### src/rtl/step_cmd_gen.sv
// Up/down step command generator: synchronizes and debounces two buttons, then issues
// one-cycle step strobes with hold-to-repeat and a lockout while both buttons are pressed.
module step_cmd_gen #(
   parameter int DB_CYCLES     = 4,
   parameter int HOLD_CYCLES   = 20,
   parameter int REPEAT_CYCLES = 8
) (
   input  logic Clk,
   input  logic nReset,
   input  logic BtnUp,
   input  logic BtnDown,
   output logic Enable,
   output logic Up,
   output logic Locked
);

   localparam int DB_W    = $clog2(DB_CYCLES + 1);
   localparam int TMR_MAX = (HOLD_CYCLES > REPEAT_CYCLES) ? HOLD_CYCLES : REPEAT_CYCLES;
   localparam int TMR_W   = $clog2(TMR_MAX + 1);

   localparam logic [DB_W-1:0]  DB_LAST = DB_W'(DB_CYCLES - 1);
   localparam logic [TMR_W-1:0] HOLD_LD = TMR_W'(HOLD_CYCLES);
   localparam logic [TMR_W-1:0] REP_LD  = TMR_W'(REPEAT_CYCLES);
   localparam logic [TMR_W-1:0] TMR_ONE = TMR_W'(1);

   typedef enum logic [1:0] {
      S_IDLE   = 2'd0,
      S_HOLD   = 2'd1,
      S_REPEAT = 2'd2,
      S_LOCK   = 2'd3
   } state_t;

   // Bit 1 carries the up button, bit 0 the down button throughout.
   logic [1:0]           btn_raw;
   logic [1:0]           btn_p0;
   logic [1:0]           btn_p1;
   logic [1:0]           deb;
   logic [1:0]           deb_d;
   logic [1:0][DB_W-1:0] db_cnt;
   logic [1:0]           press;

   state_t               state;
   state_t               state_nxt;
   logic [TMR_W-1:0]     tmr;
   logic [TMR_W-1:0]     tmr_nxt;
   logic                 step;
   logic                 step_up;
   logic                 held;
   logic                 both;
   logic                 tmr_done;
   logic                 start_up;
   logic                 start_dn;

   assign btn_raw = {BtnUp, BtnDown};

   // Stage p0/p1: two-flop synchronizer
   always_ff @(posedge Clk or negedge nReset) begin
      if (!nReset) begin
         btn_p0 <= '0;
         btn_p1 <= '0;
      end else begin
         btn_p0 <= btn_raw;
         btn_p1 <= btn_p0;
      end
   end

   // Debounce: level flips once the synchronized input has disagreed for DB_CYCLES edges
   always_ff @(posedge Clk or negedge nReset) begin
      if (!nReset) begin
         deb    <= '0;
         deb_d  <= '0;
         db_cnt <= '0;
      end else begin
         deb_d <= deb;
         for (int i = 0; i < 2; i++) begin
            if (btn_p1[i] != deb[i]) begin
               if (db_cnt[i] == DB_LAST) begin
                  deb[i]    <= ~deb[i];
                  db_cnt[i] <= '0;
               end else begin
                  db_cnt[i] <= db_cnt[i] + 1'b1;
               end
            end else begin
               db_cnt[i] <= '0;
            end
         end
      end
   end

   assign press    = deb & ~deb_d;
   assign both     = &deb;
   assign start_up = press[1] && !deb[0];
   assign start_dn = press[0] && !deb[1];
   // Up already holds the direction of the button being held in HOLD/REPEAT.
   assign held     = Up ? deb[1] : deb[0];
   // Never strobe on back-to-back cycles, even with a one-cycle repeat period.
   assign tmr_done = (tmr <= TMR_ONE) && !Enable;

   always_ff @(posedge Clk or negedge nReset) begin
      if (!nReset) begin
         state <= S_IDLE;
      end else begin
         state <= state_nxt;
      end
   end

   always_comb begin
      state_nxt = state;
      if (both) begin
         state_nxt = S_LOCK;
      end else begin
         case (state)
            S_IDLE: begin
               if (start_up || start_dn) state_nxt = S_HOLD;
            end
            S_HOLD: begin
               if (!held)         state_nxt = S_IDLE;
               else if (tmr_done) state_nxt = S_REPEAT;
            end
            S_REPEAT: begin
               if (!held) state_nxt = S_IDLE;
            end
            S_LOCK: begin
               if (deb == 2'b00) state_nxt = S_IDLE;
            end
            default: state_nxt = S_IDLE;
         endcase
      end
   end

   always_comb begin
      step    = 1'b0;
      step_up = Up;
      tmr_nxt = '0;
      if (!both) begin
         case (state)
            S_IDLE: begin
               if (start_up) begin
                  step    = 1'b1;
                  step_up = 1'b1;
                  tmr_nxt = HOLD_LD;
               end else if (start_dn) begin
                  step    = 1'b1;
                  step_up = 1'b0;
                  tmr_nxt = HOLD_LD;
               end
            end
            S_HOLD, S_REPEAT: begin
               if (held) begin
                  if (tmr_done) begin
                     step    = 1'b1;
                     tmr_nxt = REP_LD;
                  end else if (tmr > TMR_ONE) begin
                     tmr_nxt = tmr - 1'b1;
                  end else begin
                     tmr_nxt = tmr;
                  end
               end
            end
            default: ;
         endcase
      end
   end

   // Registered outputs and timer
   always_ff @(posedge Clk or negedge nReset) begin
      if (!nReset) begin
         tmr    <= '0;
         Enable <= 1'b0;
         Up     <= 1'b1;
         Locked <= 1'b0;
      end else begin
         tmr    <= tmr_nxt;
         Enable <= step;
         if (step) Up <= step_up;
         Locked <= (state_nxt == S_LOCK);
      end
   end

endmodule

### config.mk
export PLATFORM = sky130hd
export DESIGN_NAME = step_cmd_gen
export DESIGN_NICKNAME = d
export VERILOG_FILES = /design/src/rtl/step_cmd_gen.sv
export SDC_FILE = /design/constraint.sdc
export NUM_CORES = 1
export LEC_CHECK = 0
export CORE_UTILIZATION = 50
export DETAILED_ROUTE_END_ITERATION = 16
export PLACE_DENSITY_LB_ADDON = 0.25
export SLEW_MARGIN = 10
export SYNTH_ARGS = -nofsm -noshare
export SYNTH_HDL_FRONTEND = slang
export SYNTH_SLANG_ARGS = --single-unit
### constraint.sdc
create_clock -name Clk -period 5.4 [get_ports Clk]
set_clock_uncertainty 0.05 [all_clocks]
set_input_delay 0.54 -clock Clk [delete_from_list [all_inputs] [get_ports Clk]]
set_output_delay 0.54 -clock Clk [all_outputs]
set_load 0.01 [all_outputs]
==> impl_results.md, run 1 <==
- CTS Buffer Depth: 2
- Asr flop ratio synth: 1.00
- Commonest cells post-synth: 23 x dfrtp_1, 10 x nand2_1, 8 x ha_1
- DR pass1 iterations: 4
- Placer Congestion: 0.876
- Pin count of the biggest net entering global routing: 25
- Area of the multi-input gates: 556 sq um
- Cts hold-fix bufs: 0
- Sequential share of the synthesized area: 0.506
- Die Span X: 50.8 um
- Port Buffers: 6
- Power Density: 583 mW/mm^2
- Syn. warnings: 0
- Setup Fix Bufs, Post-CTS: 0
- Most frequent cell after synthesis: dfrtp_1
- H-tree lvl count: 1
- Vias in the first global route: 781
- Worst path bufs/invs: 1
- Mapped Cells: 112
- Hold/Removal Path Class: register to register
- Core Util, Final: 0.593
- Via count: 798
- Fin Hold WS: 0.314 ns
- VDD IR max: 0.319 mV
- # clock sinks: 24
- Slowest stage cell on the critical path: dfstp_2
- Main synth FF type: dfrtp_1
- First-pass GRT wire length: 3400 um
- Syn Area/Cell: 10.6 sq um
- DRC viols: 0
- FF+latch count, synth: 24
- Area grow syn2layout: 11.4%
- Drt wl/cell: 12.8 um
- Worst EP required: 4.81 ns
- Unique masters post-synth: 33
- DRT iter0 DRCs: 12
- Status: finished, final reports clean
- Routed wire length: 1880 um
- Antenna Nets Post-Route: 0
- Post-synth net total: 124
- Top cells by area, synth: dfrtp_1 48%, ha_1 8.4%, nand2_1 3.2%, nor3b_1 3.2%, xnor2_1 2.9%
- RSZ-0062 raised after global routing: no
- Endpoint type of the worst setup path: primary output
- Setup TNS: 0 ns
- # IOs: 7
- Hpwl dp: 1420 um
- Initial antenna violation count: 0
- GRT overflow: 0
- Clock root buffer master: clkbuf_4
- Fin. Hold Viols: 0
- Leakage: 0.600 nW
- FMAX: 485 MHz
- Final Cycle Share: 0.382
- Post-synth EDFFs: 0
- Total CTS buffers: 3
- Critical path type: register to primary output
- Leading area contributor after synthesis: dfrtp_1
- Share of layout cells above drive strength 1: 0.0840
- Total chip power: 0.000772 W
- Crit path cell chain: clkdlybuf4s50_1
- Area occupied by registers: 602 sq um
- Family with the most delay on the worst path: flip-flops
- Arrival time of the worst setup path: 1.47 ns
- Final Max Tran Viols: 0
- Synthesized cell area: 0.00119 sq mm
- Worst-path clk slew: 0.13 ns
- CP Max Fanout: 7
- Max stage delay on crit path: 0.61 ns
- Die H: 50.8 um
- Max Cap Violations: 0
- Clk Latency, worst-skew pair: 0.31 ns
- Top-area cell type share of the netlist area: 0.484
- DIE AREA: 0.00258 sq mm
- Worst setup SP type: register
- CTS-repair resized insts: 0
- Final #Nets: 132
- Max-Slew Margin vs Limit: 0.308
- Core area: 0.00223 sq mm
- Final setup fails: 0
- Site row count: 17
- Effective utilization at floorplan: 0.532
- Via density: 5.43
- GRT Overall Usage: 0.181
- CTS tree: built
- Pin slew with the least headroom to its limit: 1.03 ns
- Post-route minimum period: 2.06 ns
- N_diodes: 0
- Fill count: 198
per-layer routing:
layer / track usage / share of wire / up-vias
met4: 0.0926 / 0.011 / 0
met1: 0.238 / 0.51 / 378
met3: 0.0424 / 0.025 / 4
met2: 0.278 / 0.46 / 10
met5: 0 / 0 / -
li1: - / - / 406
cells by family after synthesis:
kind of cell               count (synthesis)  share of synthesized area
xor gates and xnor gates                   5                     0.0368
AOI/OAI and AO/OA                         22                      0.118
muxes                                      3                     0.0284
and+or+nand+nor                           42                      0.200
DFF                                       24                      0.506
adders and majority gates                  8                     0.0842
buffers and inverters                      8                     0.0263
registers in the layout (all words and copies together), names as in the netlist:
register  flops
db_cnt        6
tmr           5
btn_p0        2
btn_p1        2
deb           2
deb_d         2
state         2
Enable        1
Locked        1
Up            1
layout make-up:
| cell class | count | share of cell area |
|---|---|---|
| flip-flops and latches | 24 | 0.455 |
| multi-input cells | 80 | 0.420 |
| repair buffers | 6 | 0.0454 |
| well taps | 28 | 0.0265 |
| clock inverters | 1 | 0.0227 |
| clock buffers | 3 | 0.0170 |
| inverters | 5 | 0.0142 |
worst paths after layout:
| kind | start | to | slack [ns] | cells past startpoint |
|---|---|---|---|---|
| min | btn_p0[1] | btn_p1[1] | 0.31 | 0 |
| min reg2reg | btn_p0[1] | btn_p1[1] | 0.31 | 0 |
| max | Up | Up | 3.34 | 1 |
| max reg2reg | state[1] | Locked | 3.40 | 6 |
| max in group asynchronous | nReset | db_cnt[3] | 3.96 | 1 |
| min in group asynchronous | nReset | state[0] | 0.72 | 1 |
power by group:
group	switching [W]	internal, W	total (W)	leakage (nW)
Combinational	0.000169	0.000167	0.000336	0.267
Clock	0.0000531	0.0000750	0.000128	0.0279
Sequential	0.0000715	0.000237	0.000308	0.305
metrics by stage:
| step | setup WS, ns | instances | instance area [sq um] |
|---|---|---|---|
| CTS | 3.33 | 147 | 1320 |
| floorplan | 3.52 | 112 | 1190 |
| global route | 3.24 | 147 | 1320 |
| detailed placement | 3.43 | 143 | 1270 |
| finish | 3.34 | 147 | 1320 |
| global placement | 3.47 | 143 | 1270 |
layout by cell type (no fill, tap or decap), types with 2 or more instances in the layout:
| cell | netlist | routed |
|---|---|---|
| dfrtp_1 | 23 | 23 |
| nand2_1 | 10 | 10 |
| ha_1 | 8 | 8 |
| nor2_1 | 7 | 7 |
| a21oi_1 | 6 | 6 |
| clkdlybuf4s50_1 | 0 | 6 |
| nor3_1 | 5 | 5 |
| inv_1 | 5 | 5 |
| nor3b_1 | 5 | 5 |
| xnor2_1 | 4 | 4 |
| nand2b_1 | 4 | 4 |
| o21ai_0 | 4 | 4 |
| a31oi_1 | 4 | 4 |
| and3b_1 | 3 | 3 |
| mux2_2 | 3 | 3 |
| clkbuf_4 | 0 | 3 |
| or3_1 | 2 | 2 |
Note: power is estimated with default switching activity, not from simulation.
==> run 2, diff against run 1 <==
==> constraint.sdc (replaced) <==
create_clock -name Clk -period 1.7 [get_ports Clk]
set_clock_uncertainty 0.05 [all_clocks]
set_input_delay 0.17 -clock Clk [delete_from_list [all_inputs] [get_ports Clk]]
set_output_delay 0.17 -clock Clk [all_outputs]
set_load 0.01 [all_outputs]
==> impl_results.md, run 2 (synthesis results as in run 1) <==
- Status: complete, but fails checks
- Failing checks: negative setup slack
- Effective utilization at floorplan: 0.532
- FMAX: 556 MHz
- Power Density: 1830 mW/mm^2
- Worst path bufs/invs: 1
- Final #Nets: 147
- CP Max Fanout: 3
- Core area: 0.00223 sq mm
- Drt wl/cell: 13.5 um
- DRT iter0 DRCs: 18
- Most common cell after layout, fill and taps aside: dfrtp_1
- Area grow syn2layout: 24.1%
- Endpoint type of the worst setup path: register
- Final Max Tran Viols: 0
- N_diodes: 0
- Max-Slew Margin vs Limit: 0.742
- Hold/Removal Path Class: input port to asynchronous set/reset pin
- Final setup margin: -0.0981 ns
- Final setup fails: 2
- Fin. Hold Viols: 0
- Family with the most delay on the worst path: simple AND/OR/NAND/NOR gates
- Max reg flops: 6
- Antenna Nets Post-Route: 0
- Vias in the first global route: 874
- Fin Hold WS: 0.143 ns
- Hpwl dp: 1620 um
- VDD IR max: 0.983 mV
- RSZ-0062 raised after global routing: yes
- Clk Latency, worst-skew pair: 0.31 ns
- Leakage: 0.703 nW
- Total CTS buffers: 3
- Pin slew with the least headroom to its limit: 0.383 ns
- Port Buffers: 6
- Commonest non-fill, non-tap cells in the layout: 22 x dfrtp_1, 15 x buf_4, 10 x nand2_1
- Routed wire length: 2180 um
- Cts hold-fix bufs: 0
- Non-Filler Instances: 162
- CTS tree: built
- Total chip power: 0.00270 W
- DIE AREA: 0.00258 sq mm
- GRT Overall Usage: 0.202
- First-pass GRT wire length: 3750 um
- Worst setup SP type: register
- Placed cells: 157
- Initial antenna violation count: 0
- Via count: 900
- Critical path type: register to register
- H-tree lvl count: 1
- Die Span X: 50.8 um
- Share of layout cells above drive strength 1: 0.254
- Largest regs: db_cnt: 6 flops, tmr: 5 flops
- Placer Congestion: 0.878
- Slowest stage cell on the critical path: dfrtp_1
- DRC viols: 0
- DR pass1 iterations: 4
- Core Util, Final: 0.661
- Arrival time of the worst setup path: 2.01 ns
- # IOs: 7
- Pre-CTS setup slack: -0.155 ns
- Crit path cell chain: buf_4 > o21ba_4 > or4_4 > or3_4 > a21oi_2
- Via density: 5.56
- Max Cap Violations: 0
- Clock root buffer master: clkbuf_4
- Worst EP required: 1.91 ns
- Die H: 50.8 um
- Site row count: 17
- Pin count of the biggest net entering global routing: 25
- Worst-path clk slew: 0.13 ns
- Final Cycle Share: 1.06
- Max stage delay on crit path: 0.42 ns
- Post-route minimum period: 1.80 ns
- Largest Register: db_cnt
- # clock sinks: 24
- CTS Buffer Depth: 2
- GRT overflow: 0
-- run 2: cell count changes in the layout (fill, tap and decap cells not counted), moves of 2 or more --
cell / before / now
buf_4: 0 / 15
clkdlybuf4s50_1: 6 / 4
dlymetal6s2s_1: 0 / 2
ha_1: 8 / 6
-- run 2: path summary, 6_finish.rpt --
check / startpoint / end / slack [ns] / cells past startpoint
setup / recovery: tmr[1] / Enable / -0.1 / 5
hold / removal: nReset / db_cnt[0] / 0.14 / 2
setup reg to reg: tmr[1] / Enable / -0.1 / 5
hold reg to reg: btn_p0[0] / btn_p1[0] / 0.31 / 0
max in group asynchronous: nReset / Up / 1.17 / 2
min in group Clk: BtnDown / btn_p0[0] / 0.24 / 1
-- run 2: timing repair --
item                                    in CTS  in global routing
buffers inserted                             1                  0
resized for setup                            6                  7
endpoints found under the setup margin       5                  7
pin swaps                                    1                  0
-- run 2: cell type report --
| class | count | area (sq um) |
|---|---|---|
| fill | 171 | 758 |
| inverter | 5 | 18.8 |
| tap | 28 | 35.0 |
| clock buffer | 4 | 36.3 |
| multi-input combinational | 80 | 604 |
| sequential | 24 | 603 |
| timing repair buffer | 21 | 178 |
-- run 2: worst reg2reg max path, stage by stage, from the launching register on --
cell	delay, ns
dfrtp_1	0.42
buf_4	0.16
o21ba_4	0.21
or4_4	0.42
or3_4	0.37
a21oi_2	0.11
-- run 2: metrics by stage --
step / TNS (ns) / cell area [sq um]
after floorplan: -0.120 / 1210
after global placement: -0.0765 / 1390
after detailed placement: -0.290 / 1390
after CTS: -0.206 / 1440
after global routing: -0.360 / 1480
final: -0.152 / 1480
-- run 2: routing by layer --
metal | up-vias | GRT usage | wire length [um]
li1 | 439 | - | -
met1 | 438 | 0.244 | 1020
met2 | 18 | 0.344 | 1040
met3 | 5 | 0.0364 | 84
met4 | 0 | 0.0972 | 42
met5 | - | 0 | 0
-- run 2: where the power goes --
part           switching (W)  internal [W]  leakage [nW]
clock               0.000166      0.000131        0.0210
combinational       0.000695      0.000784         0.379
sequential          0.000164      0.000755         0.303
==> run 3, diff against run 2 <==
--- a/config.mk
+++ b/config.mk
@@ -8,7 +8,8 @@
 export CORE_UTILIZATION = 50
 export DETAILED_ROUTE_END_ITERATION = 16
 export PLACE_DENSITY_LB_ADDON = 0.25
-export SLEW_MARGIN = 10
+export SLEW_MARGIN = 20
 export SYNTH_ARGS = -nofsm -noshare
 export SYNTH_HDL_FRONTEND = slang
 export SYNTH_SLANG_ARGS = --single-unit
+export TNS_END_PERCENT = 10
==> constraint.sdc (replaced) <==
create_clock -name Clk -period 1.96 [get_ports Clk]
set_clock_uncertainty 0.05 [all_clocks]
set_input_delay 0.196 -clock Clk [delete_from_list [all_inputs] [get_ports Clk]]
set_output_delay 0.196 -clock Clk [all_outputs]
set_load 0.01 [all_outputs]
==> impl_results.md, run 3 (synthesis results as in run 1) <==
- Clock root buffer master: clkbuf_4
- Critical path type: register to register
- Endpoint type of the worst setup path: register
- First-pass GRT wire length: 3510 um
- Worst EP required: 2.12 ns
- # clock sinks: 24
- Hold/Removal Path Class: input port to asynchronous set/reset pin
- Antenna Nets Post-Route: 0
- Status: finished, final reports clean
- Core area: 0.00223 sq mm
- Fin. Hold Viols: 0
- Worst-path clk slew: 0.13 ns
- CP Max Fanout: 4
- Area grow syn2layout: 13.6%
- Via density: 5.59
- # IOs: 7
- Final #Nets: 137
- Commonest non-fill, non-tap cells in the layout: 22 x dfrtp_1, 10 x nand2_1, 8 x ha_1
- Initial antenna violation count: 0
- GRT overflow: 0
- RSZ-0062 raised after global routing: yes
- Share of layout cells above drive strength 1: 0.145
- Max reg flops: 6
- Pin slew with the least headroom to its limit: 0.469 ns
- DRC viols: 0
- Final setup fails: 0
- Port Buffers: 6
- Die H: 50.8 um
- VDD IR max: 0.861 mV
- DP Area: 0.00131 sq mm
- GRT Overall Usage: 0.186
- CTS tree: built
- Worst setup SP type: register
- Vias in the first global route: 793
- Max-Slew Margin vs Limit: 0.684
- Routed wire length: 1970 um
- DIE AREA: 0.00258 sq mm
- H-tree lvl count: 1
- Total CTS buffers: 3
- Fill count: 212
- Die Span X: 50.8 um
- Largest Register: db_cnt
- Leakage: 0.616 nW
- Placed cells: 148
- Hpwl dp: 1470 um
- Largest regs: db_cnt: 6 flops, tmr: 5 flops
- Fin Hold WS: 0.163 ns
- Non-Filler Instances: 152
- Clk Latency, worst-skew pair: 0.31 ns
- Via count: 849
- Fin area: 0.00135 sq mm
- Pre-CTS setup slack: 0.0598 ns
- Post-route minimum period: 1.91 ns
- DR pass1 iterations: 4
- Pin count of the biggest net entering global routing: 25
- CTS Buffer Depth: 2
- Placer Congestion: 0.869
- FMAX: 524 MHz
- Max Cap Violations: 0
- Effective utilization at floorplan: 0.532
- DRT iter0 DRCs: 18
- Site row count: 17
- Core Util, Final: 0.604
- N_diodes: 0
- Final Cycle Share: 0.974
- Final Max Tran Viols: 0
- Final setup margin: 0.0516 ns
- Power Density: 1580 mW/mm^2
- Drt wl/cell: 13.0 um
- Most common cell after layout, fill and taps aside: dfrtp_1
- Arrival time of the worst setup path: 2.06 ns
==> run 3: worst max-delay path, stage by stage (launching register included) <==
cell      delay [ns]
dfrtp_1         0.44
inv_2           0.08
ha_1            0.13
o21ba_1         0.17
nor4b_2         0.29
a211oi_1        0.13
a221o_1         0.38
a21boi_1        0.13
==> run 3: per-layer routing <==
layer  vias up  GRT usage  part of all wire
li1        416          -                 -
met1       414      0.251              0.51
met2        15      0.289              0.45
met3         4     0.0364             0.030
met4         0     0.0833             0.013
met5         -          0                 0
==> run 3: metrics by stage <==
| step | power [W] | TNS [ns] |
|---|---|---|
| 6_report | 0.00213 | 0 |
| 5_1_grt | 0.00232 | -0.0550 |
| 4_1_cts | 0.00213 | 0 |
| 3_5_place_dp | 0.00187 | 0 |
| 3_3_place_gp | 0.00183 | 0 |
| 2_1_floorplan | 0.00156 | 0 |
==> run 3: report_power, final <==
group	total (W)	internal (W)	leakage (nW)	switching, W
registers	0.000822	0.000655	0.303	0.000168
clock network	0.000259	0.000114	0.0210	0.000145
logic	0.00105	0.000530	0.292	0.000523
total	0.00213	0.00130	0.616	0.000836
==> run 3: worst paths after layout <==
| path | slack [ns] | cells past startpoint | end | startpoint |
|---|---|---|---|---|
| worst max-delay path | 0.05 | 7 | Locked | tmr[1] |
| worst min-delay path | 0.16 | 2 | state[0] | nReset |
| worst max register to register | 0.05 | 7 | Locked | tmr[1] |
| worst min register to register | 0.31 | 0 | btn_p1[1] | btn_p0[1] |
| max in group asynchronous | 1.41 | 2 | Up | nReset |
| min in group Clk | 0.26 | 1 | btn_p0[1] | BtnUp |
==> run 3: repair_timing <==
action,4_1_cts,5_1_grt
hold buffers,0,0
endpoints found under the hold margin,0,0
setup endpoints to repair,0,4
gates resized for setup,0,3
buffers inserted,0,0
==> run 3: area by class of cell <==
| type | instances | area, sq um | share of cell area |
|---|---|---|---|
| Sequential cell | 24 | 603 | 0.447 |
| Multi-Input combinational cell | 80 | 559 | 0.414 |
| Timing Repair Buffer | 11 | 97.6 | 0.0723 |
| Clock buffer | 4 | 36.3 | 0.0269 |
| Tap cell | 28 | 35.0 | 0.0260 |
| Inverter | 5 | 18.8 | 0.0139 |
